**src/rtl/ialu_share_arb_if.sv**
```systemverilog
// Bundle of the two requester ports, the shared I-type ALU operand/result bus
// and the result register handshake used by ialu_share_arb.
interface ialu_share_arb_if #(
  parameter int TAG_W = 5,
  parameter int CNT_W = 16
);
  logic             req0_valid;
  logic             req0_ready;
  logic [2:0]       req0_funct3;
  logic             req0_bit_th;
  logic [31:0]      req0_in1;
  logic [31:0]      req0_imm;
  logic [TAG_W-1:0] req0_tag;

  logic             req1_valid;
  logic             req1_ready;
  logic [2:0]       req1_funct3;
  logic             req1_bit_th;
  logic [31:0]      req1_in1;
  logic [31:0]      req1_imm;
  logic [TAG_W-1:0] req1_tag;

  logic [2:0]       alu_funct3;
  logic             alu_bit_th;
  logic [31:0]      alu_in1;
  logic [31:0]      alu_imm;
  logic [31:0]      alu_out;

  logic             rsp_valid;
  logic             rsp_ready;
  logic [31:0]      rsp_data;
  logic             rsp_id;
  logic [TAG_W-1:0] rsp_tag;

  logic             flush;
  logic [CNT_W-1:0] stall_cnt;

  // Handshake: a transfer happens on a rising edge where valid && ready; a
  // requester keeps valid and its fields stable until that edge, and ready
  // never depends on anything the requester drives after the transfer.
  modport master (
    output req0_valid, req0_funct3, req0_bit_th, req0_in1, req0_imm, req0_tag,
    input  req0_ready,
    output req1_valid, req1_funct3, req1_bit_th, req1_in1, req1_imm, req1_tag,
    input  req1_ready,
    input  alu_funct3, alu_bit_th, alu_in1, alu_imm,
    output alu_out,
    input  rsp_valid, rsp_data, rsp_id, rsp_tag,
    output rsp_ready, flush,
    input  stall_cnt
  );

  modport slave (
    input  req0_valid, req0_funct3, req0_bit_th, req0_in1, req0_imm, req0_tag,
    output req0_ready,
    input  req1_valid, req1_funct3, req1_bit_th, req1_in1, req1_imm, req1_tag,
    output req1_ready,
    output alu_funct3, alu_bit_th, alu_in1, alu_imm,
    input  alu_out,
    output rsp_valid, rsp_data, rsp_id, rsp_tag,
    input  rsp_ready, flush,
    output stall_cnt
  );
endinterface

```
**src/rtl/ialu_share_arb.sv**
```systemverilog
// Round-robin arbiter sharing one I-type ALU between two requesters, with a
// one-entry tagged result register and a saturating stall counter.
module ialu_share_arb #(
  parameter int TAG_W = 5,
  parameter int CNT_W = 16
) (
  input  logic                clk,
  input  logic                rst_n,
  ialu_share_arb_if.slave     bus,
  output logic                prio_o
);

  logic             prio_q, prio_d;
  logic             rsp_valid_q, rsp_valid_d;
  logic [31:0]      rsp_data_q, rsp_data_d;
  logic             rsp_id_q, rsp_id_d;
  logic [TAG_W-1:0] rsp_tag_q, rsp_tag_d;
  logic [CNT_W-1:0] stall_q, stall_d;

  logic any_valid;
  logic winner;
  logic can_issue;
  logic grant;
  logic ready0;
  logic ready1;
  logic stall_evt;

  always_comb begin
    any_valid = bus.req0_valid | bus.req1_valid;
    // A lone valid port wins outright; the pointer only breaks ties.
    if (bus.req0_valid && bus.req1_valid) winner = prio_q;
    else                                  winner = bus.req1_valid;

    can_issue = (!rsp_valid_q || bus.rsp_ready) && !bus.flush;
    // rst_n gating keeps both readies low for the whole reset window.
    grant     = can_issue && any_valid && rst_n;
    ready0    = grant && !winner;
    ready1    = grant && winner;
    stall_evt = (bus.req0_valid && !ready0) || (bus.req1_valid && !ready1);
  end

  always_comb begin
    prio_d      = prio_q;
    rsp_valid_d = rsp_valid_q;
    rsp_data_d  = rsp_data_q;
    rsp_id_d    = rsp_id_q;
    rsp_tag_d   = rsp_tag_q;
    stall_d     = stall_q;

    if (bus.flush) begin
      rsp_valid_d = 1'b0;
    end else if (grant) begin
      rsp_valid_d = 1'b1;
      rsp_data_d  = bus.alu_out;
      rsp_id_d    = winner;
      rsp_tag_d   = winner ? bus.req1_tag : bus.req0_tag;
      prio_d      = !winner;
    end else if (rsp_valid_q && bus.rsp_ready) begin
      rsp_valid_d = 1'b0;
    end

    if (stall_evt && (stall_q != {CNT_W{1'b1}})) begin
      stall_d = stall_q + CNT_W'(1);
    end
  end

  always_ff @(posedge clk or negedge rst_n) begin
    if (!rst_n) begin
      prio_q      <= 1'b0;
      rsp_valid_q <= 1'b0;
      rsp_data_q  <= 32'd0;
      rsp_id_q    <= 1'b0;
      rsp_tag_q   <= '0;
      stall_q     <= '0;
    end else begin
      prio_q      <= prio_d;
      rsp_valid_q <= rsp_valid_d;
      rsp_data_q  <= rsp_data_d;
      rsp_id_q    <= rsp_id_d;
      rsp_tag_q   <= rsp_tag_d;
      stall_q     <= stall_d;
    end
  end

  // Operands follow the winner even while the result register is blocked.
  always_comb begin
    bus.alu_funct3 = 3'd0;
    bus.alu_bit_th = 1'b0;
    bus.alu_in1    = 32'd0;
    bus.alu_imm    = 32'd0;
    if (any_valid) begin
      if (winner) begin
        bus.alu_funct3 = bus.req1_funct3;
        bus.alu_bit_th = bus.req1_bit_th;
        bus.alu_in1    = bus.req1_in1;
        bus.alu_imm    = bus.req1_imm;
      end else begin
        bus.alu_funct3 = bus.req0_funct3;
        bus.alu_bit_th = bus.req0_bit_th;
        bus.alu_in1    = bus.req0_in1;
        bus.alu_imm    = bus.req0_imm;
      end
    end
  end

  assign bus.req0_ready = ready0;
  assign bus.req1_ready = ready1;
  assign bus.rsp_valid  = rsp_valid_q;
  assign bus.rsp_data   = rsp_data_q;
  assign bus.rsp_id     = rsp_id_q;
  assign bus.rsp_tag    = rsp_tag_q;
  assign bus.stall_cnt  = stall_q;
  assign prio_o         = prio_q;

endmodule
```
**src/flat_wrapper.sv**
```systemverilog
// flat-port wrapper written by rule: the top's interface ports become plain ports
module ialu_share_arb_flat 
#(
  parameter int TAG_W = 5,
  parameter int CNT_W = 16
)
  (clk, rst_n, prio_o, bus_req0_valid, bus_req0_funct3, bus_req0_bit_th, bus_req0_in1, bus_req0_imm, bus_req0_tag, bus_req0_ready, bus_req1_valid, bus_req1_funct3, bus_req1_bit_th, bus_req1_in1, bus_req1_imm, bus_req1_tag, bus_req1_ready, bus_alu_funct3, bus_alu_bit_th, bus_alu_in1, bus_alu_imm, bus_alu_out, bus_rsp_valid, bus_rsp_data, bus_rsp_id, bus_rsp_tag, bus_rsp_ready, bus_flush, bus_stall_cnt);
  ialu_share_arb_if #(.TAG_W(TAG_W), .CNT_W(CNT_W)) bus_i ();
  input  logic clk;
  input  logic rst_n;
  output logic prio_o;
  input wire logic [$bits(bus_i.req0_valid)-1:0] bus_req0_valid;
  input wire logic [$bits(bus_i.req0_funct3)-1:0] bus_req0_funct3;
  input wire logic [$bits(bus_i.req0_bit_th)-1:0] bus_req0_bit_th;
  input wire logic [$bits(bus_i.req0_in1)-1:0] bus_req0_in1;
  input wire logic [$bits(bus_i.req0_imm)-1:0] bus_req0_imm;
  input wire logic [$bits(bus_i.req0_tag)-1:0] bus_req0_tag;
  output wire logic [$bits(bus_i.req0_ready)-1:0] bus_req0_ready;
  input wire logic [$bits(bus_i.req1_valid)-1:0] bus_req1_valid;
  input wire logic [$bits(bus_i.req1_funct3)-1:0] bus_req1_funct3;
  input wire logic [$bits(bus_i.req1_bit_th)-1:0] bus_req1_bit_th;
  input wire logic [$bits(bus_i.req1_in1)-1:0] bus_req1_in1;
  input wire logic [$bits(bus_i.req1_imm)-1:0] bus_req1_imm;
  input wire logic [$bits(bus_i.req1_tag)-1:0] bus_req1_tag;
  output wire logic [$bits(bus_i.req1_ready)-1:0] bus_req1_ready;
  output wire logic [$bits(bus_i.alu_funct3)-1:0] bus_alu_funct3;
  output wire logic [$bits(bus_i.alu_bit_th)-1:0] bus_alu_bit_th;
  output wire logic [$bits(bus_i.alu_in1)-1:0] bus_alu_in1;
  output wire logic [$bits(bus_i.alu_imm)-1:0] bus_alu_imm;
  input wire logic [$bits(bus_i.alu_out)-1:0] bus_alu_out;
  output wire logic [$bits(bus_i.rsp_valid)-1:0] bus_rsp_valid;
  output wire logic [$bits(bus_i.rsp_data)-1:0] bus_rsp_data;
  output wire logic [$bits(bus_i.rsp_id)-1:0] bus_rsp_id;
  output wire logic [$bits(bus_i.rsp_tag)-1:0] bus_rsp_tag;
  input wire logic [$bits(bus_i.rsp_ready)-1:0] bus_rsp_ready;
  input wire logic [$bits(bus_i.flush)-1:0] bus_flush;
  output wire logic [$bits(bus_i.stall_cnt)-1:0] bus_stall_cnt;
  assign bus_i.req0_valid = bus_req0_valid;
  assign bus_i.req0_funct3 = bus_req0_funct3;
  assign bus_i.req0_bit_th = bus_req0_bit_th;
  assign bus_i.req0_in1 = bus_req0_in1;
  assign bus_i.req0_imm = bus_req0_imm;
  assign bus_i.req0_tag = bus_req0_tag;
  assign bus_req0_ready = bus_i.req0_ready;
  assign bus_i.req1_valid = bus_req1_valid;
  assign bus_i.req1_funct3 = bus_req1_funct3;
  assign bus_i.req1_bit_th = bus_req1_bit_th;
  assign bus_i.req1_in1 = bus_req1_in1;
  assign bus_i.req1_imm = bus_req1_imm;
  assign bus_i.req1_tag = bus_req1_tag;
  assign bus_req1_ready = bus_i.req1_ready;
  assign bus_alu_funct3 = bus_i.alu_funct3;
  assign bus_alu_bit_th = bus_i.alu_bit_th;
  assign bus_alu_in1 = bus_i.alu_in1;
  assign bus_alu_imm = bus_i.alu_imm;
  assign bus_i.alu_out = bus_alu_out;
  assign bus_rsp_valid = bus_i.rsp_valid;
  assign bus_rsp_data = bus_i.rsp_data;
  assign bus_rsp_id = bus_i.rsp_id;
  assign bus_rsp_tag = bus_i.rsp_tag;
  assign bus_i.rsp_ready = bus_rsp_ready;
  assign bus_i.flush = bus_flush;
  assign bus_stall_cnt = bus_i.stall_cnt;
  ialu_share_arb #(.TAG_W(TAG_W), .CNT_W(CNT_W)) u_core (.clk(clk), .rst_n(rst_n), .bus(bus_i), .prio_o(prio_o));
endmodule
```
**config.mk**
```make
export PLATFORM = sky130hd
export DESIGN_NAME = ialu_share_arb_flat
export DESIGN_NICKNAME = d
export VERILOG_FILES = /design/src/rtl/ialu_share_arb_if.sv /design/src/rtl/ialu_share_arb.sv /design/src/flat_wrapper.sv
export SDC_FILE = /design/constraint.sdc
export NUM_CORES = 1
export LEC_CHECK = 0
export CAP_MARGIN = 20
export CORE_ASPECT_RATIO = 0.7
export CORE_MARGIN = 10
export CORE_UTILIZATION = 25
export DETAILED_ROUTE_END_ITERATION = 8
export PLACE_DENSITY_LB_ADDON = 0.2
export SETUP_SLACK_MARGIN = 0.15
export SYNTH_ARGS = -nofsm -noshare
export SYNTH_HDL_FRONTEND = slang
export SYNTH_SLANG_ARGS = --single-unit
```
**constraint.sdc**
```tcl
create_clock -name clk -period 4.8 [get_ports clk]
set_input_delay 0.48 -clock clk [delete_from_list [all_inputs] [get_ports clk]]
set_output_delay 0.48 -clock clk [all_outputs]
set_load 0.02 [all_outputs]
```
Word level (Yosys, flattened, before mapping):

Cells that the tools add are included.
Widths: inputs -> output; s select.

* add/subtract/negate cells: 1
* $mul: 0
* divide/modulo/power cells: 0
* order comparisons: 0
* equality and inequality tests: 1
* shift-type cells: 0
* muxes and demuxes: 13
* bitwise logic cells: 2
* reduce and logical (&&, ||, !) cells: 19

Operators by type and width (count)
* $mux 32: 4
* $add 16x1->16 const B: 1
* $ne 16x16->1 const B: 1
* $logic_and 1x1->1: 10
* $mux 1: 6
* $mux 3: 2
* $logic_not 1->1: 5
* $mux 5: 1
* $reduce_bool 3->1: 1
* $logic_or 1x1->1: 2
* $reduce_and 2->1: 1
* $not 1->1: 1
* $or 1x1->1: 1

* flip-flop bits (word level): 56
* bits in latches: 0
* RAM bits: 0
* memory bits (read-only): 0
* bits of input ports: 184
* output and inout port bits: 126
* word-level logic and storage cells: 42
* memories: 0

Longest topological paths before layout:

Gate-level depths: netlist of run 1.

* word-level depth: 10
* mapped depth: 7
* mapped depth without buffers: 6

Worst setup path after synthesis of run 1:

Ideal clock, no wire load.

* path type: input port to output port
* from: input bus_req0_valid
* to: output bus_alu_imm[12]
* arrival: 1.547 ns
* data required time: 4.320 ns
* setup slack: 2.773 ns
* stages on the path: 6
* buffers on the path: 3
* cells stage by stage: buf_2 > a21boi_1 > buf_2 > buf_2 > nand2_1 > nand2_1

* longest elaborated chain between the ends: 4
* elaborated cells on any way between the ends: 5
* those cells by class: 3 x mux; 1 x bitwise; 1 x reduce/logical

RTL lines
* start, declared: line flat_wrapper.sv:12 `input wire logic [$bits(bus_i.req0_valid)-1:0] bus_req0_valid;`
* $logic_and 1x1->1: line ialu_share_arb.sv:31 `if (bus.req0_valid && bus.req1_valid) winner = prio_q;`
* $mux 1: line ialu_share_arb.sv:31
* $mux 32: line ialu_share_arb.sv:92 `if (winner) begin`
* $mux 32 *: line ialu_share_arb.sv:91 `if (any_valid) begin`
* end, declared: line flat_wrapper.sv:29 `output wire logic [$bits(bus_i.alu_imm)-1:0] bus_alu_imm;`

Mark *: on every way between the ends. The rest lies on a longest branch, timed or not.

Worst setup path in the final report of run 1:

* from: input bus_req1_valid
* to: output bus_alu_imm[5]

* longest elaborated chain between the ends: 4
* elaborated cells on any way between the ends: 5
* those cells by class: 3 x mux; 1 x bitwise; 1 x reduce/logical

RTL lines
* start, declared: line flat_wrapper.sv:19 `input wire logic [$bits(bus_i.req1_valid)-1:0] bus_req1_valid;`
* $logic_and 1x1->1: line ialu_share_arb.sv:31
* $mux 1: line ialu_share_arb.sv:31
* $mux 32: line ialu_share_arb.sv:92
* $mux 32 *: line ialu_share_arb.sv:91

Marked as above.

==> results of run 1 <==
==> worst max-delay path: stages <==
cell and delay [ns]:
clkdlybuf4s50_1 0.68, a21boi_4 0.23, buf_4 0.57, nand2_1 0.11
nand2_1 0.09, clkdlybuf4s50_1 0.68
==> layout by cell type, fill, tap and decap left out, types with 3 or more instances in the layout <==
cell type / netlist / final
nand3_1: 72 / 72
xnor2_1: 12 / 12
a221o_1: 5 / 5
nand2_1: 237 / 237
nor2_1: 4 / 4
dfrtp_1: 56 / 56
o21ai_0: 4 / 3
buf_4: 0 / 6
clkbuf_16: 0 / 5
inv_1: 4 / 4
nand4_1: 10 / 10
clkdlybuf4s50_1: 0 / 307
and3_1: 7 / 7
==> cell families after synthesis <==
| logic type | share of synthesized area |
|---|---|
| buffers and inverters | 0.0435 |
| adder cells (fa/ha/maj) | 0.00378 |
| XOR/XNOR | 0.0344 |
| AO/OA/AOI/OAI | 0.0442 |
| multiplexers | 0.00794 |
| AND/OR/NAND/NOR | 0.443 |
| flip-flops | 0.423 |
==> stage by stage <==
stage	cell area (sq um)	worst slack (ns)	power [W]	cells	util
floorplan	3310	2.77	0.00105	468	-
global placement	6550	1.40	0.00158	918	0.502
detailed placement	6550	1.38	0.00159	918	0.502
CTS	6690	1.33	0.00197	926	0.513
global route	6720	1.29	0.00206	927	0.515
finish	6720	1.45	0.00195	927	0.515
==> flip-flops by register name (all words and copies together) (netlist names) <==
signal and flops:
u_core.bus.rsp_data 32, u_core.bus.rsp_id 1, u_core.bus.rsp_tag 5, u_core.bus.rsp_valid 1, u_core.bus.stall_cnt 16, u_core.prio_o 1
==> per-layer routing <==
metal	GRT usage	vias to the layer above
met1	0.203	1942
li1	-	2107
met4	0.0292	0
met5	0	-
met3	0.0651	15
met2	0.285	156
==> worst paths after layout <==
path	start	endpoint	slack, ns
min reg2reg	u_core.bus.rsp_data[14]	u_core.bus.rsp_data[14]	0.48
min	rst_n	u_core.bus.stall_cnt[13]	0.37
max in group asynchronous	rst_n	u_core.prio_o	3.93
max	bus_req1_valid	bus_alu_imm[5]	1.45
max reg2reg	u_core.bus.stall_cnt[0]	u_core.bus.stall_cnt[1]	3.02
min in group clk	u_core.bus.rsp_data[14]	u_core.bus.rsp_data[14]	0.48
==> final cells by class <==
type / instances / area, sq um
Clock buffer: 6 / 129
Timing Repair Buffer: 316 / 3160
Multi-Input combinational cell: 377 / 1800
Fill cell: 1212 / 6330
Clock inverter: 2 / 13.8
Inverter: 4 / 15.0
Tap cell: 166 / 208
Sequential cell: 56 / 1400
==> power breakdown <==
part	leakage [nW]	switching, W	internal, W
Clock	0.0712	0.000169	0.000195
Combinational	2.28	0.000459	0.000482
Sequential	0.703	0.0000810	0.000561
==> impl_metrics.toml, run 1 <==
[detailed_routing]
firstDrtPassIters = 4
initialDrtViolationCount = 280
wl_um = 16900
ant_nets = 0
drc = 0
route.met3.wl_um = 1500
vias_per_cell = 4.55
drt-met1-wl_um = 6730
vias = 4220
wl_met2_um = 8490
routedWlPerCell_um = 18.3
highest_layer = "met4"

[critical_path]
endpoint_kind = "primary output"
critical_path.startpoint_type = "primary input"
crit_arrival_ns = 2.87
critPathKind = "primary input to primary output"
ff2ff_path_depth = 5
required_ns = 4.32
cp_max_fo = 69

[die]
die-area_sq_um = 18300
io_pins = 310
die_h_um = 116
rows = 35
die_w_um = 158
core-area_sq_um = 13100
start_util = 0.254

[timing]
slew-limit-headroom = 0.490
slew_viol_final = 0
rsz0062_at_grt = "false"
finClkSkew_ns = 0.0119
whs_ns = 0.369
fin_crit_sh = 0.699
tns_ns = 0
finalSetupViolCount = 0
hold_viol = 0
max_freq_ghz = 0.298
tightestPinTransition_ns = 0.764
post-route-min-period_ns = 3.35

[cts]
clockBufferDepth = 2
clock-sinks = 56
cts.reportedPaths.clkPinSlew_ns = 0.08
cts-buffers-inserted = 5
clockRootBuffer = "clkbuf_16"
post-cts-setup-buffers = 0
htree_levels = 2
tritoncts = "yes"
clk_latency_ns = 0.30
post_cts.resized_instances = 0
holdBufCountCts = 0

[synth]
synth_edf_count = 0
post-synth-top-area-cell = "dfrtp_1"
yosysSeqAreaShare = 0.423
synth_area_sq_um = 3310
yosys-top-cells-count = "nand2_1, nand3_1, dfrtp_1"
postSynthCellCount = 468
synthDominantCellAreaShare = 0.423
ys_async_sr_fraction = 1.00
ys_seq_elements = 56
yosys-top-cells-area = "dfrtp_1, nand2_1, nand3_1, xnor2_1, clkbuf_1"
syn-num-nets = 653
yosys_warnings = 0
yosys_most_used_dff = "dfrtp_1"
yosysMostFrequentCell = "nand2_1"
ys_types = 38
avgSynthCellArea_sq_um = 7.07

[outcome]
outcome = "finished clean"

[place]
dp.final_hpwl_um = 13600
io_buffers = 309
place.gp.congestion = 0.913

[global_routing]
grt_pass1_vias = 4209
grt_start_max_net_pins = 76
antenna_found_initial = 0
grt_pass1_wl_um = 24300
gr-total-overflow = 0
grt_use_total = 0.169

[cells_and_area]
drive_above_1_share = 0.0355
synthToLayoutAreaGrowth_pct = 103
num_antenna_cells = 0
layout.nets = 945

[power_and_ir_drop]
vdd_ir_drop_max_mv = 0.149
leakage_nw = 3.05
cellPowerDensity_nw_per_um2 = 290

[flow_run]
drv_cap = 0

[hold_path]
hp-class = "primary input to asynchronous set/reset pin"
Note: power is estimated with default switching activity, not from simulation.
==> run 2, diff against run 1 <==
clock period = 3.13 ns   (was 4.8 ns; I/O delays follow)
==> run 2 against run 1 <==
- routed wire length increased by 2.9%
- largest power group unchanged
- sequential share of layout area fell by 0.16 points
- clock skew decreased by 0.0074 ns
- highest routed layer is now met5
- flip-flop and latch count is the same
- power up 58%
- first-iteration DRC count down 19%
==> impl_metrics.toml, run 2 (synthesized netlist as in run 1, its figures left out) <==
[global_routing]
grt_use_total = 0.173
gr-total-overflow = 0
antenna_found_initial = 1
grt_pass1_vias = 4242
grt_start_max_net_pins = 75
grt_pass1_wl_um = 25000

[detailed_routing]
firstDrtPassIters = 5
initialDrtViolationCount = 228
wl_um = 17400
vias_per_cell = 4.62
routedWlPerCell_um = 18.7
drc = 0
vias = 4294
ant_nets = 0

[die]
die_w_um = 158
core-area_sq_um = 13100
start_util = 0.254
rows = 35
io_pins = 310
die-area_sq_um = 18300
die_h_um = 116

[place]
pre_cts_ws_ns = 0.398
dp.final_hpwl_um = 14200
place.gp.congestion = 0.952
io_buffers = 309

[cts]
holdBufCountCts = 0
post-cts-setup-buffers = 0
clockBufferDepth = 2
cts.reportedPaths.clkPinSlew_ns = 0.07
htree_levels = 2
clk_latency_ns = 0.29
tritoncts = "yes"
cts-buffers-inserted = 5
post_cts.resized_instances = 0
clock-sinks = 56
clockRootBuffer = "clkbuf_16"

[critical_path]
crit_arrival_ns = 2.44
critical_path.startpoint_type = "primary input"
critPathKind = "primary input to primary output"
endpoint_kind = "primary output"
ff2ff_path_depth = 6
required_ns = 2.82
cp_max_fo = 69

[cells_and_area]
drive_above_1_share = 0.0406
nFillCells = 1239
final_cell_mix = "clkdlybuf4s50_1, nand2_1, nand3_1, dfrtp_1, xnor2_1"
layout.nets = 948
largest_reg_flops = 32
synthToLayoutAreaGrowth_pct = 105
layout.cells.most_common = "clkdlybuf4s50_1"
multi_input_area_sq_um = 1800
num_antenna_cells = 0
seq_area_sq_um = 1400

[outcome]
outcome = "finished clean"

[timing]
tightestPinTransition_ns = 0.746
slew-limit-headroom = 0.503
tns_ns = 0
fin_crit_sh = 0.879
post-route-min-period_ns = 2.75
rsz0062_at_grt = "false"
finClkSkew_ns = 0.00453
max_freq_ghz = 0.363
slew_viol_final = 0
layout_setup_ws_ns = 0.378
finalSetupViolCount = 0
hold_viol = 0

[power_and_ir_drop]
cellPowerDensity_nw_per_um2 = 455
sw_frac_of_total = 0.357
comb_power_share = 0.471
p_seq_frac = 0.320
vdd_ir_drop_max_mv = 0.243
power.total_w = 0.00308
leakage_nw = 3.08
power.clock.fraction = 0.209
switchingPower_w = 0.00110
p_int_w = 0.00198

[flow_run]
drv_cap = 0

[hold_path]
hp-class = "primary input to asynchronous set/reset pin"
## run 2: cell types whose count changed in the layout (fill, tap and decap cells not counted), sizes merged
cell      previous run  this run
buf                  9        12
bufinv               0         1
clkbuf               6         5
clkinvlp             0         1
inv                  5         4
## run 2: path summary, 6_finish.rpt
path	to	slack, ns	from
max	bus_alu_in1[12]	0.38	bus_req1_valid
min	u_core.bus.stall_cnt[14]	0.19	rst_n
max reg2reg	u_core.bus.rsp_data[22]	1.25	u_core.bus.rsp_valid
min reg2reg	u_core.bus.rsp_data[9]	0.47	u_core.bus.rsp_data[9]
max in group asynchronous	u_core.bus.rsp_tag[4]	2.45	rst_n
min in group clk	u_core.bus.rsp_data[9]	0.47	u_core.bus.rsp_data[9]
## run 2: worst max-delay path, stage by stage
cell             delay, ns
clkdlybuf4s50_1       0.70
a21boi_4              0.27
buf_12                0.30
nand2_1               0.10
nand2_1               0.07
clkdlybuf4s50_1       0.66
## run 2: area by class of cell
type	count	share of cell area
Timing Repair Buffer	319	0.470
Multi-Input combinational cell	377	0.265
Sequential cell	56	0.207
Tap cell	166	0.0307
Clock buffer	5	0.0185
Clock inverter	3	0.00628
Inverter	4	0.00222
## run 2: per-stage QoR
| stage | hold slack [ns] | instances | util | area [sq um] |
|---|---|---|---|---|
| final | 0.188 | 930 | 0.519 | 6770 |
| after global routing | 0.256 | 930 | 0.519 | 6770 |
| after CTS | 0.228 | 930 | 0.519 | 6770 |
| after detailed placement | 0.461 | 922 | 0.506 | 6610 |
| after global placement | 0.458 | 922 | 0.506 | 6610 |
| after floorplan | 0.0174 | 468 | - | 3310 |
## run 2: metal layers
layer	global-route usage	share of wire
met5	0	0.00075
met1	0.206	0.39
met3	0.0677	0.095
met4	0.0273	0.012
met2	0.297	0.51
## run 2: power groups by stage
stage	Sequential, W	Combinational (W)	Clock (W)
global placement	0.000986	0.00145	0
global route	0.00100	0.00156	0.000697
CTS	0.000985	0.00147	0.000663
detailed placement	0.000995	0.00147	0
finish	0.000985	0.00145	0.000644
floorplan	0.00115	0.000462	0
==> run 3, diff against run 2 <==
CORE_UTILIZATION = 31   (was 25)
==> run 3 against run 2 <==
- cell count decreased by 3.7%
- highest routed layer is now met4
- count of clock-buffer cells in the layout unchanged
- non-clock buffer count unchanged
- largest power group unchanged
- register-to-register slack about the same
- flip-flop and latch count unchanged
==> impl_metrics.toml, run 3 (synthesized netlist as in run 1, its figures left out) <==
[critical_path]
endpoint_kind = "primary output"
required_ns = 2.82
cp_slowest_stage_delay_ns = 0.67
worstSetupStartpoint = "u_core.prio_o"
critPathKind = "register to primary output"
crit_end = "bus_alu_imm[10]"
slowest_stage = "clkdlybuf4s50_1"
critical_path.startpoint_type = "register"
crit_arrival_ns = 2.39
regToRegSetupSlack_ns = 1.24
ff2ff_path_depth = 7
r2r_end = "u_core.bus.rsp_data[2]"
reg2reg_from = "u_core.bus.rsp_valid"
cp_max_fo = 17
path_cells = "o21ai_4 -> buf_4 -> nand3_1 -> nand2_1 -> clkdlybuf4s50_1"

[flow_run]
drv_cap = 0

[timing]
tns_ns = 0
slew-limit-headroom = 0.524
post-route-min-period_ns = 2.70
fin_crit_sh = 0.864
slew_viol_final = 0
finClkSkew_ns = 0.00512
rsz0062_at_grt = "false"
hold_viol = 0
finalSetupViolCount = 0
tightestPinTransition_ns = 0.714
layout_setup_ws_ns = 0.427
max_freq_ghz = 0.370

[power_and_ir_drop]
leakage_nw = 3.10
p_seq_frac = 0.303
vdd_ir_drop_max_mv = 0.349
cellPowerDensity_nw_per_um2 = 480
switchingPower_w = 0.00111
sw_frac_of_total = 0.341
power.clock.fraction = 0.248
p_int_w = 0.00214
comb_power_share = 0.449

[outcome]
outcome = "finished clean"

[detailed_routing]
ant_nets = 0
wl_um = 17500
firstDrtPassIters = 4
initialDrtViolationCount = 209
vias_per_cell = 4.74
routedWlPerCell_um = 19.5
vias = 4244
drc = 0

[cts]
post-cts-setup-buffers = 0
clk_latency_ns = 0.30
cts.reportedPaths.clkPinSlew_ns = 0.07
post_cts.resized_instances = 0
tritoncts = "yes"
cts-buffers-inserted = 5
clockBufferDepth = 2
holdBufCountCts = 0
clock-sinks = 56
clockRootBuffer = "clkbuf_16"
htree_levels = 2

[place]
place.gp.congestion = 0.869
dp.final_hpwl_um = 14300
io_buffers = 309
pre_cts_ws_ns = 0.428
dpl.cell_count = 888

[cells_and_area]
synthToLayoutAreaGrowth_pct = 105
layout.nets = 948
final_util = 0.651
final_cells = 896
final_cell_mix = "clkdlybuf4s50_1, nand2_1, nand3_1, dfrtp_1, xnor2_1"
largest_reg_flops = 32
drive_above_1_share = 0.0406
num_antenna_cells = 0
layout.cells.most_common = "clkdlybuf4s50_1"

[global_routing]
gr-total-overflow = 0
grt_pass1_wl_um = 25400
grt_use_total = 0.214
grt_pass1_vias = 4327
grt_start_max_net_pins = 70
antenna_found_initial = 0

[die]
io_pins = 310
die-area_sq_um = 15300
rows = 31
die_w_um = 143
core-area_sq_um = 10400
die_h_um = 106
start_util = 0.318

[hold_path]
hp-class = "primary input to asynchronous set/reset pin"
## run 3: changes by cell type in the layout (fill, tap and decap cells not counted), sizes merged
| cell | delta |
|---|---|
| clkinvlp | -1 |
| bufinv | +2 |
| clkinv | -1 |
## run 3: worst min path at each step
stage                           startpoint                  endpoint
finish                               rst_n   u_core.bus.stall_cnt[9]
global route                         rst_n  u_core.bus.stall_cnt[11]
CTS                                  rst_n   u_core.bus.stall_cnt[6]
detailed placement  u_core.bus.rsp_data[9]    u_core.bus.rsp_data[9]
global placement    u_core.bus.rsp_data[9]    u_core.bus.rsp_data[9]
floorplan                            rst_n    u_core.bus.rsp_data[0]
## run 3: power by group through the flow
| stage | clock, W | sequential (W) | combinational [W] |
|---|---|---|---|
| floorplan | 0 | 0.00115 | 0.000462 |
| global placement | 0 | 0.000987 | 0.00145 |
| detailed placement | 0 | 0.000994 | 0.00147 |
| CTS | 0.000814 | 0.000985 | 0.00148 |
| global route | 0.000851 | 0.00100 | 0.00156 |
| finish | 0.000808 | 0.000985 | 0.00146 |
## run 3: final cells by class
class / instances / area, sq um
fill: 889 / 3620
tap: 132 / 165
multi-input combinational: 377 / 1790
timing repair buffer: 319 / 3180
clock inverter: 3 / 90.1
sequential: 56 / 1400
inverter: 4 / 15.0
clock buffer: 5 / 125
## run 3: through the flow
stage | power (W) | instance area, sq um | hold slack (ns)
detailed placement | 0.00247 | 6560 | 0.462
floorplan | 0.00161 | 3310 | 0.0174
global placement | 0.00244 | 6560 | 0.458
CTS | 0.00328 | 6770 | 0.224
global route | 0.00341 | 6770 | 0.268
finish | 0.00325 | 6770 | 0.192
## run 3: metal layers
metal | wire, um | GRT usage
met3 | 1730 | 0.0947
met4 | 124 | 0.0327
met5 | 0 | 0
met1 | 6370 | 0.225
met2 | 9240 | 0.394
## run 3: worst max-delay path, delay by kind of cell, from the launching register on
family	cells	cell delay, ns
compound gates	1	0.48
flops	1	0.42
buf+inv	2	0.98
simple gates	2	0.20
